`src/rtl/uart_tx_mmio_if.sv`:
```
// uart_tx_mmio_if: core data-bus slice seen by the UART transmitter (address/write data in, registered read data out)
interface uart_tx_mmio_if;
  logic [31:0] address;
  logic [31:0] wdata;
  logic        we;
  logic [31:0] rdata;
  logic        rsel;
  modport master (output address, wdata, we, input rdata, rsel);
  modport slave (input address, wdata, we, output rdata, rsel);
endinterface

```
`src/rtl/uart_tx_mmio.sv`:
```
// uart_tx_mmio: memory-mapped 8N1 UART transmitter with byte FIFO; TXDATA at BASE_ADDR, STATUS at BASE_ADDR+4
// Optional even parity bit when UART_TX_PARITY_EN is defined.
module uart_tx_mmio #(
  parameter logic [31:0] BASE_ADDR  = 32'h1000_0000,
  parameter int          CLK_DIV    = 16,
  parameter int          FIFO_DEPTH = 8
) (
  input  logic clk,
  input  logic resetn,
  uart_tx_mmio_if.slave bus,
  output logic tx,
  output logic irq
);
  localparam int AW = $clog2(FIFO_DEPTH);
  localparam int CW = $clog2(CLK_DIV);
  localparam logic [31:0] STAT_ADDR = BASE_ADDR + 32'd4;
`ifdef UART_TX_PARITY_EN
  typedef enum logic [2:0] {IDLE, START, DATA, PARITY, STOP} state_t;
  localparam state_t AFTER_DATA = PARITY;
`else
  typedef enum logic [1:0] {IDLE, START, DATA, STOP} state_t;
  localparam state_t AFTER_DATA = STOP;
`endif
  state_t state, state_n;
  logic [7:0] mem [FIFO_DEPTH];
  logic [AW-1:0] rd_ptr, wr_ptr;
  logic [AW:0] count;
  logic [CW-1:0] cnt;
  logic [2:0] bit_idx;
  logic [7:0] shift;
  logic overflow, empty, full, busy, tick, pop, push, push_req, hit_data, hit_stat, tx_n, last_bit;
  logic unused;
  assign unused   = ^{bus.address[1:0], bus.wdata[31:8]};
  assign hit_data = bus.address[31:2] == BASE_ADDR[31:2];
  assign hit_stat = bus.address[31:2] == STAT_ADDR[31:2];
  assign empty    = count == '0;
  assign full     = count == (AW+1)'(FIFO_DEPTH);
  assign busy     = state != IDLE;
  assign tick     = cnt == CW'(CLK_DIV - 1);
  assign push_req = bus.we & hit_data;
  assign push     = push_req & (~full | pop);
`ifdef UART_TX_PARITY_EN
  logic par;
  always_ff @(posedge clk) par <= pop ? ^mem[rd_ptr] : par;
  assign last_bit = par;
`else
  assign last_bit = 1'b1;
`endif
  always_ff @(posedge clk)
    state <= !resetn ? IDLE : state_n;
  always_comb begin
    state_n = state;
    case (state)
      IDLE:    state_n = empty ? IDLE : START;
      START:   state_n = tick ? DATA : START;
      DATA:    state_n = tick && bit_idx == 3'd7 ? AFTER_DATA : DATA;
`ifdef UART_TX_PARITY_EN
      PARITY:  state_n = tick ? STOP : PARITY;
`endif
      STOP:    state_n = tick ? (empty ? IDLE : START) : STOP;
      default: state_n = IDLE;
    endcase
  end
  // A pop always starts a frame, so the start bit goes out on the same edge.
  always_comb begin
    pop  = !empty && (state == IDLE || (state == STOP && tick));
    tx_n = pop ? 1'b0 : !tick ? tx :
           state == START ? shift[0] :
           state == DATA && bit_idx != 3'd7 ? shift[1] :
           state == DATA ? last_bit : 1'b1;
  end
  always_ff @(posedge clk) begin
    if (push) mem[wr_ptr] <= bus.wdata[7:0];
    shift   <= pop ? mem[rd_ptr] : (state == DATA && tick) ? shift >> 1 : shift;
    bit_idx <= state == START ? 3'd0 : (state == DATA && tick) ? bit_idx + 3'd1 : bit_idx;
    cnt     <= (state == IDLE || tick) ? '0 : cnt + CW'(1);
  end
  always_ff @(posedge clk) begin
    if (!resetn) begin
      rd_ptr    <= '0;
      wr_ptr    <= '0;
      count     <= '0;
      overflow  <= 1'b0;
      tx        <= 1'b1;
      irq       <= 1'b1;
      bus.rdata <= '0;
      bus.rsel  <= 1'b0;
    end else begin
      rd_ptr    <= pop ? rd_ptr + AW'(1) : rd_ptr;
      wr_ptr    <= push ? wr_ptr + AW'(1) : wr_ptr;
      count     <= count + {{AW{1'b0}}, push} - {{AW{1'b0}}, pop};
      overflow  <= (push_req & full & ~pop) ? 1'b1 : (bus.we & hit_stat & bus.wdata[3]) ? 1'b0 : overflow;
      tx        <= tx_n;
      irq       <= empty & ~busy;
      bus.rdata <= hit_stat ? {28'b0, overflow, busy, empty, full} : 32'b0;
      bus.rsel  <= hit_data | hit_stat;
    end
  end
endmodule

```
`src/flat_wrapper.sv`:
```
// flat-port wrapper written by rule: the top's interface ports become plain ports
module uart_tx_mmio_flat 
#(
  parameter logic [31:0] BASE_ADDR  = 32'h1000_0000,
  parameter int          CLK_DIV    = 16,
  parameter int          FIFO_DEPTH = 8
)
  (clk, resetn, tx, irq, bus_address, bus_wdata, bus_we, bus_rdata, bus_rsel);
  uart_tx_mmio_if bus_i ();
  input  logic clk;
  input  logic resetn;
  output logic tx;
  output logic irq;
  input wire logic [$bits(bus_i.address)-1:0] bus_address;
  input wire logic [$bits(bus_i.wdata)-1:0] bus_wdata;
  input wire logic [$bits(bus_i.we)-1:0] bus_we;
  output wire logic [$bits(bus_i.rdata)-1:0] bus_rdata;
  output wire logic [$bits(bus_i.rsel)-1:0] bus_rsel;
  assign bus_i.address = bus_address;
  assign bus_i.wdata = bus_wdata;
  assign bus_i.we = bus_we;
  assign bus_rdata = bus_i.rdata;
  assign bus_rsel = bus_i.rsel;
  uart_tx_mmio #(.BASE_ADDR(BASE_ADDR), .CLK_DIV(CLK_DIV), .FIFO_DEPTH(FIFO_DEPTH)) u_core (.clk(clk), .resetn(resetn), .bus(bus_i), .tx(tx), .irq(irq));
endmodule
```
`config.mk`:
```
export PLATFORM = sky130hd
export DESIGN_NAME = uart_tx_mmio_flat
export DESIGN_NICKNAME = d
export VERILOG_FILES = /design/src/rtl/uart_tx_mmio_if.sv /design/src/rtl/uart_tx_mmio.sv /design/src/flat_wrapper.sv
export SDC_FILE = /design/constraint.sdc
export NUM_CORES = 1
export LEC_CHECK = 0
export CAP_MARGIN = 20
export CORE_MARGIN = 3
export CORE_UTILIZATION = 54
export CTS_CLUSTER_DIAMETER = 100
export DETAILED_ROUTE_END_ITERATION = 16
export GPL_ROUTABILITY_DRIVEN = 0
export PLACE_DENSITY_LB_ADDON = 0.2
export RECOVER_POWER = 100
export SYNTH_ARGS = -nofsm -noshare
export SYNTH_HDL_FRONTEND = slang
export SYNTH_SLANG_ARGS = --single-unit
```
`constraint.sdc`:
```
create_clock -name clk -period 8 [get_ports clk]
set_input_delay 2.4 -clock clk [delete_from_list [all_inputs] [get_ports clk]]
set_output_delay 2.4 -clock clk [all_outputs]
set_load 0.1 [all_outputs]
```
### After elaboration in Yosys (flattened, before gate mapping)

Memories as Yosys holds them, arrays and structs flattened. A register that Yosys moved wholly into a read port is not among the register bits.
Cells that the tools add are included.

* flip-flop bits (word level): 63
* memory bits (writable): 64
* bits of input ports: 67
* output and inout bits: 35
* logic and storage cells: 73
* memories: 1

Memory list
* u_core.mem: words 8, width 8, rd ports 1, clocked after Yosys merged registers in 1, wr ports 1, line uart_tx_mmio.sv:25 `logic [7:0] mem [FIFO_DEPTH];`

* $add $sub $neg: 6
* equality and inequality tests: 9
* muxes and demuxes: 17
* bitwise gates (word level): 12
* reductions and logical operators: 15

Operators with widths (count)
* $eq 30x27->1 const B: 2
* $mux 8: 2
* $mux 1: 10
* $add 3x1->3 const B: 3
* $eq 4x4->1 const B: 2
* $pmux 2 s4: 1
* $reduce_bool 2->1: 4
* $and 1x1->1: 7
* $mux 3: 2
* $logic_and 1x1->1: 5
* $add 4x1->4: 1
* $add 4x1->4 const B: 1
* $eq 2x2->1 const B: 2
* $logic_not 4->1: 1
* $mux 2: 2
* $sub 4x1->4: 1
* $eq 3x3->1 const B: 1
* $ne 3x3->1 const B: 1
* $not 1->1: 3
* $eq 2x1->1 const B: 1
* $logic_not 2->1: 1
* $logic_or 1x1->1: 2
* $or 1x1->1: 2
* $reduce_and 2->1: 1
* $logic_not 1->1: 1

### Logic depth before layout (Yosys ltp)

* word-level depth: 8
* gate-level depth with buffers: 12
* gate-level depth less buffers: 11

### Worst setup path before layout

OpenSTA, ideal clock, no wires.

* path type: input -> register
* start: input port bus_address[9]
* end: memory u_core.mem[0][0], enable pin
* setup time: 395 ps
* arrival: 4434 ps
* required time: 7605 ps
* slack: 3171 ps
* stages: 5
* path buffers: 1
* cell sequence: nor4_1 -> nand4_1 -> or4_1 -> buf_6 -> nor4_1

* longest elaborated chain between the ends: 5

RTL lines
* from (decl): line flat_wrapper.sv:14 `input wire logic [$bits(bus_i.address)-1:0] bus_address;`
* $eq 30x27->1: line uart_tx_mmio.sv:34 `assign hit_data = bus.address[31:2] == BASE_ADDR[31:2];`
* $and 1x1->1: line uart_tx_mmio.sv:40 `assign push_req = bus.we & hit_data;`
* $and 1x1->1: line uart_tx_mmio.sv:41 `assign push = push_req & (~full | pop);`
* $mux 1: line uart_tx_mmio.sv:73 `if (push) mem[wr_ptr] <= bus.wdata[7:0];`
* $mux 1 (implied by the code): line uart_tx_mmio.sv:73
* to (decl): line uart_tx_mmio.sv:25

No other way between the ends.

### Final worst setup path

* start: input port bus_address[9]
* end: memory u_core.mem[5][3], enable pin

Same word-level chain as after synthesis.

==> key figures <==
Routing
  • 1st-iter DRT viols: approximately 170
  • Antenna viol nets, final: 0
  • Via-to-Cell Ratio: 5.46
  • Per-cell routed wire length: 16.8 um
  • Drt pass-1 iters: 4
  • Residual DRC: 0
  • Routed WL: 8120 um
  • Vias: about 2,600

Setup path
  • Crit Path Max Fanout: 9
  • R2R Setup Slk: roughly 4000 ps
  • Worst EP arrival: 5980 ps
  • CP max-delay cell: nor4b_1
  • Type of the worst setup path: primary input to register
  • Crit. End Element: register
  • Worst path required time: 7950 ps
  • Max incr delay on CP: 1600 ps
  • CP Cell Sequence: dlygate4sd3_1 > nor4_1 > nand4_1 > or4_1 > nor4b_1
  • Crit start category: primary input

Placed design
  • Detailed-placement wirelength estimate: 5900 um
  • Place WS: 2350 ps
  • Port buffer count: 47
  • Inst Count DP: 466

STA
  • Fin. max-slew vios: 18
  • Final setup vio count: 0
  • Tcrit/Tclk final: 75.4%
  • Fmax achieved: roughly 0.17 GHz
  • RSZ-0062 raised after global routing: false
  • Skew final: 8.16 ps
  • Final hold vios: 0
  • Slack of the critical path: ~2000 ps
  • Tmin final: 6030 ps
  • Sum of negative setup slack: 0 ps
  • Rel. slew slack: -33.5%
  • Worst-margin pin slew: 1980 ps
  • Fin Hold WS: 456 ps

Die
  • DIE WIDTH: 97.2 um
  • Core Region: 7890 sq um
  • Top-level port count: 102
  • Die area: approximately 9400 sq um
  • Starting Density: 56.9%
  • Vert. Die Dim: 97.2 um
  • Site Rows: 32

Clocking
  • Register clock-pin slew on the reported worst setup and hold paths: 90 ps
  • Root Buffer: clkbuf_8
  • Clock sink count: around 100
  • TritonCTS Buffers: 9
  • Number of H-tree levels: 3
  • Post-CTS setup buffer count: 0
  • CTS Buffer Depth: 2
  • Worst skew pair latency: approximately 360 ps
  • Cts hold-fix bufs: 0
  • Resized cells post-CTS: 0
  • TritonCTS clock tree: built

Layout
  • Area Overhead vs Synth: 14.1%
  • Layout fillers: 600
  • ANT cells: 0
  • Fin cells: 483
  • Share of layout cells above drive strength 1: 9.45%
  • Post-layout nets: 455

Outcome
  • Failing checks: capacitance limit, slew limit
  • Status: finished with violations

Yosys
  • Top-area cell type share of the netlist area: 48.1%
  • Synth warn: 0
  • Synthesized flop and latch total: 102
  • Most used DFF post-synth: edfxtp_1
  • Sequential share of the synthesized area: 61.5%
  • Async S/R FF share, synth: 0%
  • Most common cell in the synthesized netlist: edfxtp_1
  • Post-Synthesis Mean Instance Area: around 14 sq um
  • Commonest cells post-synth: edfxtp_1 (72), dfxtp_1 (30), buf_4 (29)
  • Cell area after synthesis: 4490 sq um
  • Synth area leaders: edfxtp_1 (48%), dfxtp_1 (13%), mux4_2 (8.0%)
  • Biggest area consumer among synthesized cells: edfxtp_1
  • EDFF count, synth: 72
  • Cells after synthesis: 326
  • Count of cell types in the netlist: 43

Pwr
  • Sequential power share: 47.8%
  • VDD IR-drop max: 128 uV
  • Switch share: between 30% and 40%
  • Switching pwr: 0.488 mW
  • Final Power: 1.44 mW
  • Pint: 0.956 mW
  • Part of the power in combinational logic: between 20 and 30%
  • Clock power share: 22.6%
  • PwrDens: 282 nW/um^2
  • Leakage: 1.77 nW

Global routing
  • GRT Total Usage: 17.9%
  • First-pass GRT wire length: 13,300 um
  • Number of antenna violations at the first check in global routing: 0
  • Largest net degree at the start of global routing: 19
  • Number of global-route vias before repair: 2,575
  • Grt ovf: 0

Flow run
  • Max Cap Violations: 2

Hold path
  • Worst min-delay path class: register to register
[sequential cells by signal (all words and copies together), names as in the netlist, named ones only]
register / count
u_core.mem: 64
u_core.shift: 8
u_core.bus.rdata: 4
u_core.cnt: 4
u_core.count: 4
u_core.bit_idx: 3
u_core.rd_ptr: 3
u_core.wr_ptr: 3
u_core.state: 2
u_core.bus.rsel: 1
u_core.irq: 1
u_core.overflow: 1
u_core.tx: 1
[power groups by stage]
stage	combinational [mW]	sequential, mW	clock (mW)
finish	0.427	0.690	0.327
detailed placement	0.435	0.705	0
global placement	0.408	0.714	0
floorplan	0.364	0.687	0
CTS	0.436	0.693	0.335
global route	0.471	0.701	0.356
[area by class of cell]
| class | instances | area (sq um) | area share [%] |
|---|---|---|---|
| Clock buffer | 9 | 124 | 2.42 |
| Clock inverter | 7 | 80.1 | 1.56 |
| Timing Repair Buffer | 54 | 497 | 9.69 |
| Multi-Input combinational cell | 193 | 1470 | 28.8 |
| Tap cell | 102 | 128 | 2.49 |
| Inverter | 16 | 60.1 | 1.17 |
| Sequential cell | 102 | 2760 | 53.9 |
[per-layer routing]
layer	routed length [um]	GRT usage, %	part of all wire (%)	up-vias
met3	399	4.52	4.9	2
li1	-	-	-	1267
met1	3590	24.0	44	1289
met4	24	3.67	0.30	0
met2	4110	29.9	51	77
met5	0	0	0	-
[metrics by stage]
step           utilization, %  cell area (sq um)
2_1_floorplan               -               4590
3_3_place_gp             62.8               4950
3_5_place_dp             63.0               4970
4_1_cts                  65.6               5170
5_1_grt                  65.0               5120
6_report                 65.0               5120
[cell families (layout without fill, tap and decap cells)]
kind of cell | Yosys count | in the layout | synth area share (%)
AOI/OAI and AO/OA | 42 | 42 | 5.77
xor gates and xnor gates | 5 | 5 | 0.975
adders and majority gates | 12 | 12 | 3.51
buffers and inverters | 58 | 86 | 7.66
DFF | 102 | 102 | 61.5
muxes | 29 | 29 | 10.9
other | 1 | 28 | 0.0835
and+or+nand+nor | 77 | 77 | 9.58
[worst max-delay path: cells and delay by family]
kind                   cells  cell delay (ps)
buffers and inverters      1              540
AND/OR/NAND/NOR            4             3040
[cell usage in the layout (no fill, tap or decap), drive strengths merged, types with 2 or more instances in the layout]
cell type      count
a21o               2
a21oi             23
a2bb2oi            2
and4               3
clkbuf            16
clkdlybuf4s50     30
clkinv             3
conb              28
dfxtp             30
dlygate4sd3       17
edfxtp            72
ha                11
inv               18
mux2i             13
mux4              16
nand2             13
nand2b             3
nand3              5
nand4              4
nor2              15
nor3               9
nor3b              5
nor4              10
nor4b              2
o21ai              7
o22ai              3
or4                2
xnor2              2
xor2               3
[worst paths after layout]
kind / start / endpoint / depth (start not counted)
min reg2reg: u_core.cnt[0]$_SDFF_PP0_ / u_core.cnt[0]$_SDFF_PP0_ / 1
max: bus_address[9] / u_core.mem[5][3]$_DFFE_PP_ / 5
min: u_core.cnt[0]$_SDFF_PP0_ / u_core.cnt[0]$_SDFF_PP0_ / 1
max reg2reg: u_core.cnt[0]$_SDFF_PP0_ / u_core.mem[5][3]$_DFFE_PP_ / 5
Power figures use the tool's default switching activity.
